--- src/rtl/id_stage.sv ---
`default_nettype none
// ============================================================================
// Module  : id_stage
// MIPS decode stage feeding the ID/EX register; EX/MEM forwarding when ID_FORWARD_EN is defined.
// Rev     : 1.0  initial release
// ============================================================================
module id_stage (
  input  logic        clk,
  input  logic        rst,
  input  logic [31:0] inst_i,
  input  logic        stall_id_i,
  input  logic        stall_ex_i,
  input  logic        flush_i,
  output logic [4:0]  reg1_addr_o,
  output logic [4:0]  reg2_addr_o,
  input  logic [31:0] reg1_data_i,
  input  logic [31:0] reg2_data_i,
  input  logic        ex_wreg_i,
  input  logic [4:0]  ex_wd_i,
  input  logic [31:0] ex_wdata_i,
  input  logic        mem_wreg_i,
  input  logic [4:0]  mem_wd_i,
  input  logic [31:0] mem_wdata_i,
  output logic [7:0]  aluop_o,
  output logic [2:0]  alusel_o,
  output logic [31:0] reg1_o,
  output logic [31:0] reg2_o,
  output logic [4:0]  wd_o,
  output logic        wreg_o,
  output logic        inst_invalid_o
);

  localparam logic [2:0] c_SEL_NOP   = 3'b000;
  localparam logic [2:0] c_SEL_LOGIC = 3'b001;
  localparam logic [2:0] c_SEL_SHIFT = 3'b010;
  localparam logic [2:0] c_SEL_MOVE  = 3'b011;

  localparam logic [7:0] c_OP_NOP  = 8'b00000000;
  localparam logic [7:0] c_OP_AND  = 8'b00100100;
  localparam logic [7:0] c_OP_OR   = 8'b00100101;
  localparam logic [7:0] c_OP_XOR  = 8'b00100110;
  localparam logic [7:0] c_OP_NOR  = 8'b00100111;
  localparam logic [7:0] c_OP_SLL  = 8'b01111100;
  localparam logic [7:0] c_OP_SRL  = 8'b00000010;
  localparam logic [7:0] c_OP_SRA  = 8'b00000011;
  localparam logic [7:0] c_OP_MOVZ = 8'b00001010;
  localparam logic [7:0] c_OP_MOVN = 8'b00001011;
  localparam logic [7:0] c_OP_MFHI = 8'b00010000;
  localparam logic [7:0] c_OP_MTHI = 8'b00010001;
  localparam logic [7:0] c_OP_MFLO = 8'b00010010;
  localparam logic [7:0] c_OP_MTLO = 8'b00010011;

  localparam logic [5:0] c_OPC_SPECIAL = 6'b000000;
  localparam logic [5:0] c_OPC_ANDI    = 6'b001100;
  localparam logic [5:0] c_OPC_ORI     = 6'b001101;
  localparam logic [5:0] c_OPC_XORI    = 6'b001110;
  localparam logic [5:0] c_OPC_LUI     = 6'b001111;

  localparam logic [5:0] c_FN_SLL  = 6'b000000;
  localparam logic [5:0] c_FN_SRL  = 6'b000010;
  localparam logic [5:0] c_FN_SRA  = 6'b000011;
  localparam logic [5:0] c_FN_SLLV = 6'b000100;
  localparam logic [5:0] c_FN_SRLV = 6'b000110;
  localparam logic [5:0] c_FN_SRAV = 6'b000111;
  localparam logic [5:0] c_FN_MOVZ = 6'b001010;
  localparam logic [5:0] c_FN_MOVN = 6'b001011;
  localparam logic [5:0] c_FN_MFHI = 6'b010000;
  localparam logic [5:0] c_FN_MTHI = 6'b010001;
  localparam logic [5:0] c_FN_MFLO = 6'b010010;
  localparam logic [5:0] c_FN_MTLO = 6'b010011;
  localparam logic [5:0] c_FN_AND  = 6'b100100;
  localparam logic [5:0] c_FN_OR   = 6'b100101;
  localparam logic [5:0] c_FN_XOR  = 6'b100110;
  localparam logic [5:0] c_FN_NOR  = 6'b100111;

  logic [5:0]  w_op;
  logic [5:0]  w_funct;
  logic [4:0]  w_rs;
  logic [4:0]  w_rt;
  logic [4:0]  w_rd;
  logic [4:0]  w_sa;
  logic [15:0] w_imm;

  assign w_op    = inst_i[31:26];
  assign w_rs    = inst_i[25:21];
  assign w_rt    = inst_i[20:16];
  assign w_rd    = inst_i[15:11];
  assign w_sa    = inst_i[10:6];
  assign w_funct = inst_i[5:0];
  assign w_imm   = inst_i[15:0];

  assign reg1_addr_o = w_rs;
  assign reg2_addr_o = w_rt;

  logic [31:0] w_rs_val;
  logic [31:0] w_rt_val;

`ifdef ID_FORWARD_EN
  // The younger in-flight result (EX) wins over MEM; $0 is never forwarded.
  always_comb begin
    if (w_rs == 5'd0)                           w_rs_val = 32'h0;
    else if (ex_wreg_i && (ex_wd_i == w_rs))    w_rs_val = ex_wdata_i;
    else if (mem_wreg_i && (mem_wd_i == w_rs))  w_rs_val = mem_wdata_i;
    else                                        w_rs_val = reg1_data_i;
  end

  always_comb begin
    if (w_rt == 5'd0)                           w_rt_val = 32'h0;
    else if (ex_wreg_i && (ex_wd_i == w_rt))    w_rt_val = ex_wdata_i;
    else if (mem_wreg_i && (mem_wd_i == w_rt))  w_rt_val = mem_wdata_i;
    else                                        w_rt_val = reg2_data_i;
  end
`else
  assign w_rs_val = (w_rs == 5'd0) ? 32'h0 : reg1_data_i;
  assign w_rt_val = (w_rt == 5'd0) ? 32'h0 : reg2_data_i;

  logic w_unused_fwd;
  assign w_unused_fwd = ^{ex_wreg_i, ex_wd_i, ex_wdata_i, mem_wreg_i, mem_wd_i, mem_wdata_i};
`endif

  logic [7:0]  w_aluop;
  logic [2:0]  w_alusel;
  logic [31:0] w_reg1;
  logic [31:0] w_reg2;
  logic [4:0]  w_wd;
  logic        w_wreg;
  logic        w_invalid;

  always_comb begin
    w_aluop   = c_OP_NOP;
    w_alusel  = c_SEL_NOP;
    w_reg1    = 32'h0;
    w_reg2    = 32'h0;
    w_wd      = 5'd0;
    w_wreg    = 1'b0;
    w_invalid = 1'b0;
    case (w_op)
      c_OPC_SPECIAL: begin
        w_wd = w_rd;
        case (w_funct)
          c_FN_AND, c_FN_OR, c_FN_XOR, c_FN_NOR: begin
            w_alusel = c_SEL_LOGIC;
            w_reg1   = w_rs_val;
            w_reg2   = w_rt_val;
            w_wreg   = 1'b1;
            case (w_funct)
              c_FN_AND: w_aluop = c_OP_AND;
              c_FN_OR:  w_aluop = c_OP_OR;
              c_FN_XOR: w_aluop = c_OP_XOR;
              default:  w_aluop = c_OP_NOR;
            endcase
          end
          c_FN_SLLV, c_FN_SRLV, c_FN_SRAV: begin
            w_alusel = c_SEL_SHIFT;
            w_reg1   = w_rs_val;
            w_reg2   = w_rt_val;
            w_wreg   = 1'b1;
            w_aluop  = (w_funct == c_FN_SLLV) ? c_OP_SLL :
                       (w_funct == c_FN_SRLV) ? c_OP_SRL : c_OP_SRA;
          end
          c_FN_SLL, c_FN_SRL, c_FN_SRA: begin
            if (w_rs != 5'd0) begin
              w_invalid = 1'b1;
            end else begin
              w_alusel = c_SEL_SHIFT;
              w_reg1   = {27'b0, w_sa};
              w_reg2   = w_rt_val;
              w_wreg   = 1'b1;
              w_aluop  = (w_funct == c_FN_SLL) ? c_OP_SLL :
                         (w_funct == c_FN_SRL) ? c_OP_SRL : c_OP_SRA;
            end
          end
          c_FN_MOVZ, c_FN_MOVN: begin
            w_alusel = c_SEL_MOVE;
            w_reg1   = w_rs_val;
            w_reg2   = w_rt_val;
            w_aluop  = (w_funct == c_FN_MOVZ) ? c_OP_MOVZ : c_OP_MOVN;
            w_wreg   = (w_funct == c_FN_MOVZ) ? (w_rt_val == 32'h0) : (w_rt_val != 32'h0);
          end
          c_FN_MFHI, c_FN_MFLO: begin
            w_alusel = c_SEL_MOVE;
            w_wreg   = 1'b1;
            w_aluop  = (w_funct == c_FN_MFHI) ? c_OP_MFHI : c_OP_MFLO;
          end
          c_FN_MTHI, c_FN_MTLO: begin
            w_reg1  = w_rs_val;
            w_aluop = (w_funct == c_FN_MTHI) ? c_OP_MTHI : c_OP_MTLO;
          end
          default: w_invalid = 1'b1;
        endcase
      end
      c_OPC_ANDI, c_OPC_ORI, c_OPC_XORI: begin
        w_alusel = c_SEL_LOGIC;
        w_reg1   = w_rs_val;
        w_reg2   = {16'h0, w_imm};
        w_wd     = w_rt;
        w_wreg   = 1'b1;
        w_aluop  = (w_op == c_OPC_ANDI) ? c_OP_AND :
                   (w_op == c_OPC_ORI)  ? c_OP_OR  : c_OP_XOR;
      end
      c_OPC_LUI: begin
        w_alusel = c_SEL_LOGIC;
        w_aluop  = c_OP_OR;
        w_reg2   = {w_imm, 16'h0};
        w_wd     = w_rt;
        w_wreg   = 1'b1;
      end
      default: w_invalid = 1'b1;
    endcase
    // An unsupported word travels as a pure NOP so EX never sees partial fields.
    if (w_invalid) begin
      w_aluop  = c_OP_NOP;
      w_alusel = c_SEL_NOP;
      w_reg1   = 32'h0;
      w_reg2   = 32'h0;
      w_wd     = 5'd0;
      w_wreg   = 1'b0;
    end
  end

  logic [7:0]  r_aluop;
  logic [2:0]  r_alusel;
  logic [31:0] r_reg1;
  logic [31:0] r_reg2;
  logic [4:0]  r_wd;
  logic        r_wreg;
  logic        r_invalid;

  logic w_bubble;
  assign w_bubble = rst || flush_i || (stall_id_i && !stall_ex_i);

  always_ff @(posedge clk) begin
    if (w_bubble) begin
      r_aluop   <= c_OP_NOP;
      r_alusel  <= c_SEL_NOP;
      r_reg1    <= 32'h0;
      r_reg2    <= 32'h0;
      r_wd      <= 5'd0;
      r_wreg    <= 1'b0;
      r_invalid <= 1'b0;
    end else if (!stall_ex_i) begin
      r_aluop   <= w_aluop;
      r_alusel  <= w_alusel;
      r_reg1    <= w_reg1;
      r_reg2    <= w_reg2;
      r_wd      <= w_wd;
      r_wreg    <= w_wreg;
      r_invalid <= w_invalid;
    end
  end

  assign aluop_o        = r_aluop;
  assign alusel_o       = r_alusel;
  assign reg1_o         = r_reg1;
  assign reg2_o         = r_reg2;
  assign wd_o           = r_wd;
  assign wreg_o         = r_wreg;
  assign inst_invalid_o = r_invalid;

endmodule
`default_nettype wire

--- config.mk ---
export PLATFORM = sky130hd
export DESIGN_NAME = id_stage
export DESIGN_NICKNAME = d
export VERILOG_FILES = /design/src/rtl/id_stage.sv
export SDC_FILE = /design/constraint.sdc
export NUM_CORES = 1
export LEC_CHECK = 0
export ABC_AREA = 0
export CORE_ASPECT_RATIO = 1.1
export CORE_MARGIN = 2
export CORE_UTILIZATION = 33
export CTS_BUF_LIST = sky130_fd_sc_hd__clkbuf_16
export CTS_CLUSTER_SIZE = 14
export DETAILED_ROUTE_END_ITERATION = 6
export GPL_TIMING_DRIVEN = 0
export PLACE_DENSITY = 0.89
export SLEW_MARGIN = 0
export SYNTH_ARGS = -nofsm -noshare
export SYNTH_HDL_FRONTEND = slang
export SYNTH_SLANG_ARGS = --single-unit
--- constraint.sdc ---
create_clock -name clk -period 2.92 [get_ports clk]
set_clock_uncertainty 0.1 [all_clocks]
set_input_delay 0.73 -clock clk [delete_from_list [all_inputs] [get_ports clk]]
set_output_delay 0.73 -clock clk [all_outputs]
set_load 0.005 [all_outputs]
==> impl_metrics.json <==
{
  "portBuffers": 189,
  "final_area_sq_um": 5790,
  "mostFrequentLayoutCells": "clkdlybuf4s50_1 (185), dfxtp_1 (79), a22o_1 (65)",
  "clock_path_buffers": 2,
  "htree_levels": 3,
  "critPathCaptureType": "output pin",
  "avgRoutedWirePerCell_um": 17.8,
  "clkTransAtPathRegs_ps": 60,
  "swShare_pct": 23.3,
  "path_class": "input port to output pin",
  "die_w_um": 100,
  "peakVddDrop_mv": 0.301,
  "cp.arrival_ps": 1940,
  "yosys_most_used_dff": "dfxtp_1",
  "async_reset_ff_share_pct": 0,
  "startpoint_type": "input port",
  "drc_errors": 0,
  "grt_overflow_total": 0,
  "setup_violations": 0,
  "maxCapViolCount": 0,
  "pin_count": 269,
  "required_ps": 2090,
  "die-area_sq_um": 10900,
  "seq_area_frac_synth_pct": 47.3,
  "seqPwrFrac_pct": 43.2,
  "p_total_uw": 2500,
  "finalHoldViolCount": 0,
  "layout_commonest_cell": "clkdlybuf4s50_1",
  "cts_buffers": 9,
  "first_pass_iters": 4,
  "die_y_um": 110,
  "initial_core_util_pct": 34.0,
  "synth.top_cells.by_area": "dfxtp_1 (47%), a22o_1 (17%), a21o_1 (8.3%), buf_4 (3.6%), o21ai_0 (2.2%)",
  "ys_ff_latch": 79,
  "power.share.clock_pct": 46.0,
  "grt_start_max_net_pins": 16,
  "drt_wl_total_mm": 11.9,
  "area_growth_syn_to_layout_pct": 73.1,
  "grt_pass1_vias": 3593,
  "antenna_cells": 0,
  "holdBufCountCts": 0,
  "clk_latency_ps": 330,
  "drv_slew": 0,
  "viasPerCell": 5.30,
  "synth_edf_count": 0,
  "worstPathMaxFanout": 4,
  "core_area_sq_um": 9840,
  "synth_area_leader_cell": "dfxtp_1",
  "power.leakage_uw": 0.00248,
  "hp-class": "register to register",
  "synth_warnings": 0,
  "power.density_nw_per_um2": 432,
  "clock_sinks": 79,
  "cts_tree": "done",
  "dp_hpwl_mm": 9.39,
  "grtUsageTotal_pct": 21.5,
  "finalCriticalPeriod_ps": 2770,
  "final_nets": 718,
  "place_area_sq_um": 5390,
  "drive_above_1_share_pct": 9.52,
  "antenna_left": 0,
  "fmax_mhz": 361,
  "vias": 3529,
  "outcome": "finished, final reports clean",
  "p_int_uw": 1920,
  "synth_cell_type_count": 40,
  "max_slew_margin_pct": 40.4,
  "rows": 38,
  "finalCritPeriodShare_pct": 94.9,
  "gp_congestion": 0.902,
  "worst_pin_slew_ps": 887,
  "synth.top_cell.area_share_pct": 47.3,
  "grt_pass1_wl_mm": 18.5,
  "synth_area_sq_um": 3340,
  "avgSynthCellArea_sq_um": 9.83,
  "rsz0062_at_grt": "no",
  "comb_power_share_pct": 10.8,
  "drt_iter0_drc": 165,
  "antenna_found_initial": 0,
  "clockRootBuffer": "clkbuf_16",
  "netlist_instances": 340,
  "p_sw_uw": 582
}
-- registers in the layout, indices dropped and copies added (netlist names) --
signal,flops
reg1_o,32
reg2_o,32
aluop_o,6
wd_o,5
alusel_o,2
inst_invalid_o,1
wreg_o,1
-- critical path, stage by stage --
cell	delay, ps
clkdlybuf4s50_1	580
buf_4	140
clkdlybuf4s50_1	480
-- layout make-up --
type | count | area, sq um
fillers | 837 | 4060
clock buffers | 9 | 225
multi-input cells | 218 | 1600
flip-flops and latches | 79 | 1580
well taps | 120 | 150
plain buffers | 34 | 206
repair buffers | 191 | 1920
inverters | 8 | 30.0
clock inverters | 7 | 80.1
-- cells in the mapped netlist (2+ instances only) --
| cell type | instances |
|---|---|
| nor2_1 | 18 |
| nand2b_1 | 3 |
| o21a_1 | 2 |
| buf_4 | 16 |
| a211oi_1 | 2 |
| inv_1 | 8 |
| a21o_1 | 37 |
| o21ai_0 | 15 |
| a22oi_1 | 8 |
| nor3_2 | 3 |
| nand2_1 | 10 |
| buf_2 | 3 |
| and2_1 | 3 |
| buf_1 | 2 |
| o221ai_1 | 3 |
| a22o_1 | 65 |
| dfxtp_1 | 79 |
| nand3_1 | 2 |
| a21oi_1 | 9 |
| nand4_1 | 3 |
| nor4_1 | 9 |
| a31oi_1 | 2 |
| nor3_1 | 6 |
| clkbuf_1 | 15 |
| nor2b_1 | 2 |
-- stage by stage --
stage	util (%)	TNS, ps	setup slack (ps)	std cells	hold WS, ps
after global routing	58.8	0	14.8	666	392
after global placement	54.7	-28240	-476	650	344
after CTS	58.1	0	17.3	666	362
after detailed placement	54.7	-31320	-575	650	347
final	58.8	0	150	666	360
after floorplan	-	0	474	341	349
-- power by group through the flow --
stage / logic, uW / registers [uW] / clock network, uW
detailed placement: 262 / 1100 / 0
global placement: 256 / 1100 / 0
floorplan: 64.3 / 1100 / 0
global route: 288 / 1080 / 1220
CTS: 265 / 1080 / 1170
finish: 270 / 1080 / 1150
-- worst paths after layout --
| path | start | to | slack (ps) | cells past startpoint |
|---|---|---|---|---|
| max | inst_i[20] | reg2_addr_o[4] | 150 | 3 |
| min | alusel_o[1] | alusel_o[1] | 360 | 2 |
| max reg2reg | reg2_o[27] | reg2_o[27] | 2030 | 2 |
| min reg2reg | alusel_o[1] | alusel_o[1] | 360 | 2 |
-- repair_timing --
item,4_1_cts,5_1_grt
pin swaps,1,3
endpoints found under the setup margin,70,70
gates resized for setup,8,15
buffers inserted,0,2
-- logic make-up (layout without fill, tap and decap cells) --
family	Yosys count	in the layout	synth area share, %
flip-flops	79	79	47.3
AND/OR/NAND/NOR	69	69	11.8
buffers and inverters	44	249	6.85
AO/OA/AOI/OAI	147	147	33.9
other	1	2	0.112
-- per-layer routing --
layer	part of all wire (%)	global-route usage (%)
met1	39	24.7
met2	50	39.0
met3	9.5	6.93
met4	1.1	5.09
met5	0	0
No activity file was read; power rests on OpenSTA's default activity.
